$ cat src/rtl/fetch_unit.sv
// Instruction fetch stage: PC register, 2-entry fetch queue toward decode, execute redirects.
// Optional macro FETCH_MISALIGN_TRAP_EN enables misaligned-target marker entries and the halt that follows them.
module fetch_unit #(
  parameter int PC_WIDTH_LENGTH   = 32,
  parameter int INST_WIDTH_LENGTH = 32,
  parameter logic [PC_WIDTH_LENGTH-1:0] RESET_PC = '0
) (
  input  logic                         clk,
  input  logic                         rst,
  output logic [PC_WIDTH_LENGTH-1:0]   PC,
  input  logic [INST_WIDTH_LENGTH-1:0] inst,
  input  logic                         redirect_valid,
  input  logic [PC_WIDTH_LENGTH-1:0]   redirect_pc,
  output logic                         f_valid,
  input  logic                         f_ready,
  output logic [INST_WIDTH_LENGTH-1:0] f_inst,
  output logic [PC_WIDTH_LENGTH-1:0]   f_pc,
  output logic                         f_misalign
);

  localparam int PW = PC_WIDTH_LENGTH;
  localparam int IW = INST_WIDTH_LENGTH;

  logic [1:0]    count;
  logic [1:0]    count_nxt;
  logic [PW-1:0] q0_pc,   q1_pc;
  logic [IW-1:0] q0_inst, q1_inst;
  logic [IW-1:0] new_inst;
  logic          pop, push, mis_pc, fetch_blocked;
  logic          load_q0_new, load_q1_new;

  function automatic logic [PW-1:0] align_pc(input logic [PW-1:0] a);
`ifdef FETCH_MISALIGN_TRAP_EN
    return a;
`else
    return {a[PW-1:2], 2'b00};
`endif
  endfunction

`ifdef FETCH_MISALIGN_TRAP_EN
  logic halted;
  logic q0_mis, q1_mis;

  assign mis_pc        = (PC[1:0] != 2'b00);
  assign fetch_blocked = halted;
  assign new_inst      = mis_pc ? '0 : inst;
  assign f_misalign    = f_valid & q0_mis;

  // Halt after enqueuing a marker; only a redirect (or reset) restarts fetch.
  always_ff @(posedge clk) begin
    if (rst || redirect_valid) halted <= 1'b0;
    else if (push && mis_pc)   halted <= 1'b1;
  end

  always_ff @(posedge clk) begin
    if (load_q0_new)  q0_mis <= mis_pc;
    else if (pop)     q0_mis <= q1_mis;
    if (load_q1_new)  q1_mis <= mis_pc;
  end
`else
  assign mis_pc        = 1'b0;
  assign fetch_blocked = 1'b0;
  assign new_inst      = inst;
  assign f_misalign    = 1'b0;
`endif

  assign f_valid = (count != 2'd0);
  assign pop     = f_valid && f_ready;
  assign push    = !fetch_blocked && !redirect_valid && ((count < 2'd2) || pop);

  // Queue is a 2-deep shift register: q0 is always the head.
  assign load_q0_new = push && ((count == 2'd0) || ((count == 2'd1) && pop));
  assign load_q1_new = push && (((count == 2'd1) && !pop) || ((count == 2'd2) && pop));

  always_comb begin
    count_nxt = count;
    unique case ({push, pop})
      2'b10:   count_nxt = count + 2'd1;
      2'b01:   count_nxt = count - 2'd1;
      default: count_nxt = count;
    endcase
  end

  always_ff @(posedge clk) begin
    if (rst) begin
      PC    <= align_pc(RESET_PC);
      count <= 2'd0;
    end else if (redirect_valid) begin
      PC    <= align_pc(redirect_pc);
      count <= 2'd0;
    end else begin
      if (push && !mis_pc) PC <= PC + PW'(4);
      count <= count_nxt;
    end
  end

  always_ff @(posedge clk) begin
    if (load_q0_new) begin
      q0_pc   <= PC;
      q0_inst <= new_inst;
    end else if (pop) begin
      q0_pc   <= q1_pc;
      q0_inst <= q1_inst;
    end
    if (load_q1_new) begin
      q1_pc   <= PC;
      q1_inst <= new_inst;
    end
  end

  assign f_pc   = f_valid ? q0_pc   : '0;
  assign f_inst = f_valid ? q0_inst : '0;

endmodule
$ cat config.mk
export PLATFORM = sky130hd
export DESIGN_NAME = fetch_unit
export DESIGN_NICKNAME = d
export VERILOG_FILES = /design/src/rtl/fetch_unit.sv
export SDC_FILE = /design/constraint.sdc
export NUM_CORES = 1
export LEC_CHECK = 0
export ABC_AREA = 1
export CORE_UTILIZATION = 55
export CTS_CLUSTER_DIAMETER = 60
export DETAILED_ROUTE_END_ITERATION = 16
export PLACE_DENSITY_LB_ADDON = 0.05
export SYNTH_ARGS = -nofsm -noshare
export SYNTH_HDL_FRONTEND = slang
export SYNTH_SLANG_ARGS = --single-unit
export TNS_END_PERCENT = 1
$ cat constraint.sdc
create_clock -name clk -period 14.35 [get_ports clk]
set_clock_uncertainty 0.1 [all_clocks]
set_input_delay 2.87 -clock clk [delete_from_list [all_inputs] [get_ports clk]]
set_output_delay 2.87 -clock clk [all_outputs]
set_load 0.005 [all_outputs]
==> report_table.html, run 1 <==
<table>
<tr><th>Metric</th><th>Value</th></tr>
<tr><th colspan="2">STA</th></tr>
<tr><td>Hold Fails Final Rpt</td><td>0</td></tr>
<tr><td>Final critical-path share of the clock period</td><td>0.3835</td></tr>
<tr><td>Worst-margin pin slew</td><td>between 1000 and 1500 ps</td></tr>
<tr><td>Highest clock frequency the design can meet</td><td>around 180 MHz</td></tr>
<tr><td>Final critical delay including setup and external delays</td><td>about 5500 ps</td></tr>
<tr><td>Sum Neg Setup Slack</td><td>0 ps</td></tr>
<tr><td>Relative slew slack</td><td>0.2078</td></tr>
<tr><td>Fin. max-slew vios</td><td>0</td></tr>
<tr><td>Setup repair after global routing missed its margin</td><td>false</td></tr>
<tr><td>Final number of setup-violating endpoints</td><td>0</td></tr>
<tr><th colspan="2">Die</th></tr>
<tr><td>Core area</td><td>0.01319 mm2</td></tr>
<tr><td>Starting utilization of the core area</td><td>0.5635</td></tr>
<tr><td>Die Wd</td><td>around 120 um</td></tr>
<tr><td>Die Outline Area</td><td>~0.014 mm2</td></tr>
<tr><td>Number of rows in the core area</td><td>42</td></tr>
<tr><td>Chip Height</td><td>about 120 um</td></tr>
<tr><td>Top-level I/O count</td><td>around 170</td></tr>
<tr><th colspan="2">Clocking</th></tr>
<tr><td>Latest clock arrival within the worst-skew pair</td><td>roughly 420 ps</td></tr>
<tr><td>Post-cts resize count</td><td>0</td></tr>
<tr><td>Clock buffers created by TritonCTS</td><td>17</td></tr>
<tr><td>Clock transition at the register clock pins on the worst setup and hold paths after CTS</td><td>around 60 ps</td></tr>
<tr><td>Total setup buffers inserted after CTS</td><td>0</td></tr>
<tr><td>H-tree levels</td><td>4</td></tr>
<tr><td>Deepest clock path buffer count</td><td>2</td></tr>
<tr><td>TritonCTS clock tree</td><td>built</td></tr>
<tr><td>Sinks on Clock Net</td><td>approximately 160</td></tr>
<tr><td>Clk Tree Root Cell</td><td>clkbuf_16</td></tr>
<tr><td>Number of buffers inserted by hold repair at cts</td><td>0</td></tr>
<tr><th colspan="2">Worst setup path</th></tr>
<tr><td>Data required time at the worst endpoint</td><td>roughly 14000 ps</td></tr>
<tr><td>Max FO, Critical Path</td><td>about 90</td></tr>
<tr><td>Type of the worst setup path</td><td>input pin to flip-flop</td></tr>
<tr><td>Crit-path slowest cell</td><td>buf_4</td></tr>
<tr><td>CP startpoint kind</td><td>input pin</td></tr>
<tr><td>Cell-by-cell listing of the critical path</td><td>clkdlybuf4s50_1 -&gt; buf_4 -&gt; inv_2 -&gt; nand2_4 -&gt; inv_4 -&gt; nand2_4 -&gt; buf_4 -&gt; o21ai_0</td></tr>
<tr><td>Worst endpoint data arrival time</td><td>5490 ps</td></tr>
<tr><td>Critical Path Sink Type</td><td>flip-flop</td></tr>
<tr><td>Slowest stage delay, CP</td><td>850 ps</td></tr>
<tr><th colspan="2">Layout</th></tr>
<tr><td>Commonest non-fill, non-tap cells in the layout</td><td>clkdlybuf4s50_1, nand2_1, edfxtp_1</td></tr>
<tr><td>Filler Cells Inserted</td><td>1001</td></tr>
<tr><td>Most common library cell in the layout ignoring fill and taps</td><td>clkdlybuf4s50_1</td></tr>
<tr><td>Final antenna diode count</td><td>0</td></tr>
<tr><td>Final standard cell area without fillers</td><td>0.009654 mm2</td></tr>
<tr><td>Area growth from synthesis to final layout</td><td>29.90%</td></tr>
<tr><td>Fraction of final layout cells sized beyond drive strength 1</td><td>0.09071</td></tr>
<tr><td>Final net count</td><td>986</td></tr>
<tr><th colspan="2">Global route</th></tr>
<tr><td>Met1 usage in global routing</td><td>0.3210</td></tr>
<tr><td>Maximum number of pins on one net before global-route repair</td><td>89</td></tr>
<tr><td>Total global routing overflow</td><td>0</td></tr>
<tr><td>Via count of the first global-routing pass</td><td>around 5500</td></tr>
<tr><td>Met3 Use GR</td><td>0.05019</td></tr>
<tr><td>Initial antenna violation count</td><td>0</td></tr>
<tr><td>Grt peak-use layer</td><td>met2</td></tr>
<tr><td>GR met2 Demand/Resource</td><td>0.4232</td></tr>
<tr><td>Global-route wire length before repair</td><td>about 27000 um</td></tr>
<tr><td>Global Route Usage Sum</td><td>0.2530</td></tr>
<tr><th colspan="2">Job</th></tr>
<tr><td>Max_cap viols</td><td>0</td></tr>
<tr><th colspan="2">Power and ir drop</th></tr>
<tr><td>Power density over the cells</td><td>approximately 120 mW/mm2</td></tr>
<tr><td>Static power due to leakage</td><td>~3.8 nW</td></tr>
<tr><td>Highest ir drop seen on vdd</td><td>around 0.075 mV</td></tr>
<tr><th colspan="2">Drt</th></tr>
<tr><td>Total wire length after detailed routing</td><td>17110 um</td></tr>
<tr><td>Antenna viol nets, final</td><td>0</td></tr>
<tr><td>Vias/cell</td><td>roughly 5.1</td></tr>
<tr><td>Total vias in the final route</td><td>about 5600</td></tr>
<tr><td>Remaining DRCs</td><td>0</td></tr>
<tr><td>Initial DRC count</td><td>550</td></tr>
<tr><td>Detail-routed net length per standard cell</td><td>15.52 um</td></tr>
<tr><td>Length of the first detailed-routing pass in iterations</td><td>5</td></tr>
<tr><th colspan="2">Placed design</th></tr>
<tr><td>IO Port Bufs</td><td>between 150 and 200</td></tr>
<tr><td>HPWL after detailed placement</td><td>between 10000 and 15000 um</td></tr>
<tr><td>RD Place Congestion</td><td>1.009</td></tr>
<tr><td>Post-Place Cell Area</td><td>0.009107 mm2</td></tr>
<tr><th colspan="2">Run status</th></tr>
<tr><td>Run status</td><td>finished clean</td></tr>
<tr><th colspan="2">Yosys</th></tr>
<tr><td>Main area contributors after synthesis</td><td>edfxtp_1, dfxtp_1, nand2_1, mux2_4, inv_1</td></tr>
<tr><td>Number of distinct library cells after synthesis</td><td>29</td></tr>
<tr><td>Gate Count Post-Synth</td><td>760</td></tr>
<tr><td>Synth Area per Inst</td><td>around 9.8 um2</td></tr>
<tr><td>Post-synthesis sequential element count</td><td>156</td></tr>
<tr><td>Sequential cell area fraction in the yosys report</td><td>0.5872</td></tr>
<tr><td>Synth top area share</td><td>0.5010</td></tr>
<tr><td>Cell type contributing the most total cell area after synthesis</td><td>edfxtp_1</td></tr>
<tr><td>YS warnings</td><td>0</td></tr>
<tr><td>Cell area after synthesis</td><td>about 0.0074 mm2</td></tr>
<tr><th colspan="2">Hold path</th></tr>
<tr><td>Hold/Removal Path Class</td><td>flip-flop to flip-flop</td></tr>
</table>
cell usage after synthesis:
master	count
inv_2	1
nand2_1	156
nand2_4	4
o21ai_0	43
o211ai_1	1
a21oi_1	22
nand3b_1	1
nor2_1	116
inv_4	2
buf_2	7
nand4_1	2
a31oi_1	11
ha_1	5
buf_4	5
a211oi_1	1
o21ai_1	8
a221oi_1	1
dfxtp_1	32
and2_1	1
buf_6	6
conb_1	1
mux2_4	36
nand3_1	29
nor2_2	3
xor2_1	10
nor2_4	1
clkbuf_1	15
edfxtp_1	124
inv_1	116
final cells by class:
class,count,area [um2],share of cell area
Tap cell,176,220.2,0.02281
Clock inverter,12,100.1,0.01037
Clock buffer,20,446.7,0.04627
Sequential cell,156,4364,0.4520
Timing Repair Buffer,163,1619,0.1677
Multi-Input combinational cell,456,2452,0.2540
Inverter,119,451.7,0.04679
power breakdown:
part / internal [W] / total (W) / switching (W) / leakage [nW]
Combinational: 0.0000981 / 0.000195 / 0.0000970 / 2.12
Clock: 0.000241 / 0.000414 / 0.000173 / 0.255
Sequential: 0.000545 / 0.000565 / 0.0000200 / 1.44
Total: 0.000884 / 0.00117 / 0.000290 / 3.82
metrics by stage:
stage,setup WS (ps),total power [W],hold slack (ps),util,instances
CTS,8908,0.001182,397.4,0.7319,1102
global placement,8543,0.0007615,376.1,0.6905,1070
finish,8847,0.001174,396.2,0.7319,1102
floorplan,6010,0.0006806,348.7,-,764
global route,8712,0.001221,419.7,0.7319,1102
detailed placement,8471,0.0007698,388.9,0.6905,1070
worst max-delay path, delay by kind of cell:
kind                   cells  cell delay, ps
and+or+nand+nor            2             260
AOI/OAI and AO/OA          1             320
buffers and inverters      5            1950
path summary, 6_finish.rpt:
check	from	to	slack, ps	cells after the start
max	redirect_valid	q0_pc[28]$_DFFE_PP_	8850	8
min reg2reg	PC[31]$_SDFFE_PP0P_	q1_pc[31]$_DFFE_PP_	400	0
min	PC[31]$_SDFFE_PP0P_	q1_pc[31]$_DFFE_PP_	400	0
max reg2reg	count[1]$_SDFFE_PP0P_	q0_pc[28]$_DFFE_PP_	11110	10
state kept, by name, indices dropped and copies added (netlist names):
signal / flops
PC: 30
q1_inst: 32
count: 2
q1_pc: 30
q0_inst: 32
q0_pc: 30
logic make-up after synthesis:
group | synth area share
buffers and inverters | 0.08720
XOR/XNOR | 0.01178
flip-flops | 0.5872
multiplexers | 0.07273
adder cells (fa/ha/maj) | 0.008418
AND/OR/NAND/NOR | 0.1705
AO/OA/AOI/OAI | 0.06162
other | 0.0005046
routing by layer:
| layer | vias to the layer above | routed length [um] |
|---|---|---|
| li1 | 2751 | - |
| met1 | 2599 | 7189 |
| met2 | 244 | 8456 |
| met3 | 34 | 1080 |
| met4 | 0 | 381 |
| met5 | - | 0 |
(Power assumes the default switching activity.)
==> run 2, diff against run 1 <==
CORE_UTILIZATION = 46   (was 55)
clock period = 4.65 ns   (was 14.35 ns; I/O delays follow)
==> run 2 against run 1 <==
  * Non-clock buffer count up 2
  * Worst hold slack better by 13 ps
  * Utilization down 12 points
  * Via count down 1.9%
  * Wire length down 1.3%
  * Register-to-register slack worse by 9700 ps
  * Clock-buffer cell count down 3
  * Sequential power rose to 3.1 times the previous value
  * Clock power rose to 3.2 times the previous value
  * Cell count up 3.8%
  * Combinational power rose to 3.1 times the previous value
  * Critical endpoint is now f_inst[18]
==> report_table.html, run 2 (synthesis results as in run 1) <==
<table>
<tr><th>Metric</th><th>Value</th></tr>
<tr><th colspan="2">Run status</th></tr>
<tr><td>Run status</td><td>finished clean</td></tr>
<tr><th colspan="2">Layout</th></tr>
<tr><td>Most common library cell in the layout ignoring fill and taps</td><td>clkdlybuf4s50_1</td></tr>
<tr><td>Filler Cells Inserted</td><td>between 1000 and 1500</td></tr>
<tr><td>Commonest non-fill, non-tap cells in the layout</td><td>clkdlybuf4s50_1, nand2_1, edfxtp_1</td></tr>
<tr><td>Final net count</td><td>between 900 and 1000</td></tr>
<tr><td>Area growth from synthesis to final layout</td><td>31.31%</td></tr>
<tr><td>Fraction of final layout cells sized beyond drive strength 1</td><td>0.09483</td></tr>
<tr><td>Utilization after layout</td><td>0.6166</td></tr>
<tr><td>Final standard cell area without fillers</td><td>slightly below 0.01 mm2</td></tr>
<tr><td>Final antenna diode count</td><td>0</td></tr>
<tr><td>Biggest regs</td><td>q0_inst: 32 flops, q1_inst: 32 flops</td></tr>
<tr><td>Register area</td><td>around 0.0044 mm2</td></tr>
<tr><td>Multi-input gate area in the final layout</td><td>around 0.0025 mm2</td></tr>
<tr><th colspan="2">Clocking</th></tr>
<tr><td>Clk Tree Root Cell</td><td>clkbuf_16</td></tr>
<tr><td>Number of buffers inserted by hold repair at cts</td><td>0</td></tr>
<tr><td>Clock transition at the register clock pins on the worst setup and hold paths after CTS</td><td>approximately 60 ps</td></tr>
<tr><td>H-tree levels</td><td>4</td></tr>
<tr><td>TritonCTS clock tree</td><td>built</td></tr>
<tr><td>Clock buffers created by TritonCTS</td><td>17</td></tr>
<tr><td>Total setup buffers inserted after CTS</td><td>0</td></tr>
<tr><td>Latest clock arrival within the worst-skew pair</td><td>between 400 and 500 ps</td></tr>
<tr><td>Sinks on Clock Net</td><td>roughly 160</td></tr>
<tr><td>Post-cts resize count</td><td>0</td></tr>
<tr><td>Deepest clock path buffer count</td><td>2</td></tr>
<tr><th colspan="2">Power and ir drop</th></tr>
<tr><td>Highest ir drop seen on vdd</td><td>0.1760 mV</td></tr>
<tr><td>Power density over the cells</td><td>around 380 mW/mm2</td></tr>
<tr><td>Static power due to leakage</td><td>a little under 4 nW</td></tr>
<tr><td>Post-layout total power</td><td>~0.0037 W</td></tr>
<tr><th colspan="2">STA</th></tr>
<tr><td>Final Hold Slack</td><td>slightly above 400 ps</td></tr>
<tr><td>Final critical delay including setup and external delays</td><td>approximately 3700 ps</td></tr>
<tr><td>Hold Fails Final Rpt</td><td>0</td></tr>
<tr><td>Setup repair after global routing missed its margin</td><td>false</td></tr>
<tr><td>Worst-margin pin slew</td><td>roughly 1000 ps</td></tr>
<tr><td>Sum Neg Setup Slack</td><td>0 ps</td></tr>
<tr><td>Final number of setup-violating endpoints</td><td>0</td></tr>
<tr><td>Highest clock frequency the design can meet</td><td>approximately 270 MHz</td></tr>
<tr><td>Relative slew slack</td><td>0.3311</td></tr>
<tr><td>Final critical-path share of the clock period</td><td>0.7860</td></tr>
<tr><td>Fin. max-slew vios</td><td>0</td></tr>
<tr><th colspan="2">Worst setup path</th></tr>
<tr><td>Capturing element of the worst setup path</td><td>f_inst[18]</td></tr>
<tr><td>Reg2reg end</td><td>PC[21]$_SDFFE_PP0P_</td></tr>
<tr><td>Critical Path Sink Type</td><td>primary output</td></tr>
<tr><td>Reg-to-reg critical path startpoint</td><td>count[1]$_SDFFE_PP0P_</td></tr>
<tr><td>Depth of the worst register-to-register path</td><td>10</td></tr>
<tr><td>Type of the worst setup path</td><td>flip-flop to primary output</td></tr>
<tr><td>Critical Path Start</td><td>count[1]$_SDFFE_PP0P_</td></tr>
<tr><td>Max FO, Critical Path</td><td>47</td></tr>
<tr><td>CP startpoint kind</td><td>flip-flop</td></tr>
<tr><td>Worst endpoint data arrival time</td><td>2630 ps</td></tr>
<tr><td>Data required time at the worst endpoint</td><td>3620 ps</td></tr>
<tr><td>R2r setup slk</td><td>1440 ps</td></tr>
<tr><th colspan="2">Drt</th></tr>
<tr><td>Total wire length after detailed routing</td><td>between 15000 and 20000 um</td></tr>
<tr><td>Vias/cell</td><td>around 4.8</td></tr>
<tr><td>Total vias in the final route</td><td>between 5000 and 6000</td></tr>
<tr><td>Remaining DRCs</td><td>0</td></tr>
<tr><td>Detail-routed net length per standard cell</td><td>14.76 um</td></tr>
<tr><td>Antenna viol nets, final</td><td>0</td></tr>
<tr><td>Initial DRC count</td><td>approximately 400</td></tr>
<tr><td>Length of the first detailed-routing pass in iterations</td><td>5</td></tr>
<tr><th colspan="2">Die</th></tr>
<tr><td>Die Outline Area</td><td>roughly 0.017 mm2</td></tr>
<tr><td>Die Wd</td><td>~130 um</td></tr>
<tr><td>Core area</td><td>around 0.016 mm2</td></tr>
<tr><td>Starting utilization of the core area</td><td>0.4696</td></tr>
<tr><td>Top-level I/O count</td><td>about 170</td></tr>
<tr><td>Chip Height</td><td>between 100 and 150 um</td></tr>
<tr><td>Number of rows in the core area</td><td>46</td></tr>
<tr><th colspan="2">Placed design</th></tr>
<tr><td>IO Port Bufs</td><td>approximately 160</td></tr>
<tr><td>HPWL after detailed placement</td><td>11740 um</td></tr>
<tr><td>Post-Place Cell Area</td><td>just over 0.009 mm2</td></tr>
<tr><td>RD Place Congestion</td><td>approximately 0.89</td></tr>
<tr><th colspan="2">Hold path</th></tr>
<tr><td>Hold/Removal Path Class</td><td>flip-flop to flip-flop</td></tr>
<tr><td>Start point of the worst hold path</td><td>PC[31]$_SDFFE_PP0P_</td></tr>
<tr><th colspan="2">Global route</th></tr>
<tr><td>Total global routing overflow</td><td>0</td></tr>
<tr><td>Maximum number of pins on one net before global-route repair</td><td>89</td></tr>
<tr><td>Global Route Usage Sum</td><td>0.2123</td></tr>
<tr><td>Global-route wire length before repair</td><td>around 27000 um</td></tr>
<tr><td>Initial antenna violation count</td><td>0</td></tr>
<tr><td>Via count of the first global-routing pass</td><td>~5400</td></tr>
<tr><th colspan="2">Job</th></tr>
<tr><td>Max_cap viols</td><td>0</td></tr>
</table>
run 2: layout make-up:
class,count,share of cell area
clock buffers,17,0.04359
flip-flops and latches,156,0.4472
well taps,216,0.02769
clock inverters,15,0.01397
repair buffers,165,0.1700
multi-input cells,456,0.2513
inverters,119,0.04628
run 2: routing by layer:
layer / global-route usage / up-vias / wire length [um] / part of all wire
li1: - / 2767 / - / -
met1: 0.2707 / 2561 / 7628 / 0.45
met2: 0.3548 / 166 / 8145 / 0.48
met3: 0.04170 / 25 / 794 / 0.047
met4: 0.08789 / 0 / 312 / 0.018
met5: 0 / - / 0 / 0
run 2: stage by stage:
step           setup slack (ps)  cells
6_report                  994.9   1144
5_1_grt                   801.9   1144
4_1_cts                   920.9   1144
3_5_place_dp               1334   1112
3_3_place_gp               1364   1112
2_1_floorplan             417.1    764
run 2: worst min-delay path by stage:
stage / end / slack (ps) / depth (start not counted)
finish: q1_pc[31]$_DFFE_PP_ / 410 / 0
global placement: q1_pc[31]$_DFFE_PP_ / 380 / 0
floorplan: q1_pc[4]$_DFFE_PP_ / 350 / 0
detailed placement: q1_pc[31]$_DFFE_PP_ / 390 / 0
global route: q1_pc[31]$_DFFE_PP_ / 420 / 0
CTS: q1_pc[31]$_DFFE_PP_ / 400 / 0
run 2: critical path, cell delays in order, from the launching register on:
cell,delay (ps)
dfxtp_1,350
inv_1,120
ha_2,860
buf_4,360
nor2_1,70
clkdlybuf4s50_1,450
run 2: power by group:
part / internal (W) / total, W / switching (W)
sequential: 0.00168 / 0.00174 / 0.0000599
combinational: 0.000308 / 0.000605 / 0.000297
clock: 0.000747 / 0.00133 / 0.000581
total: 0.00274 / 0.00367 / 0.000938
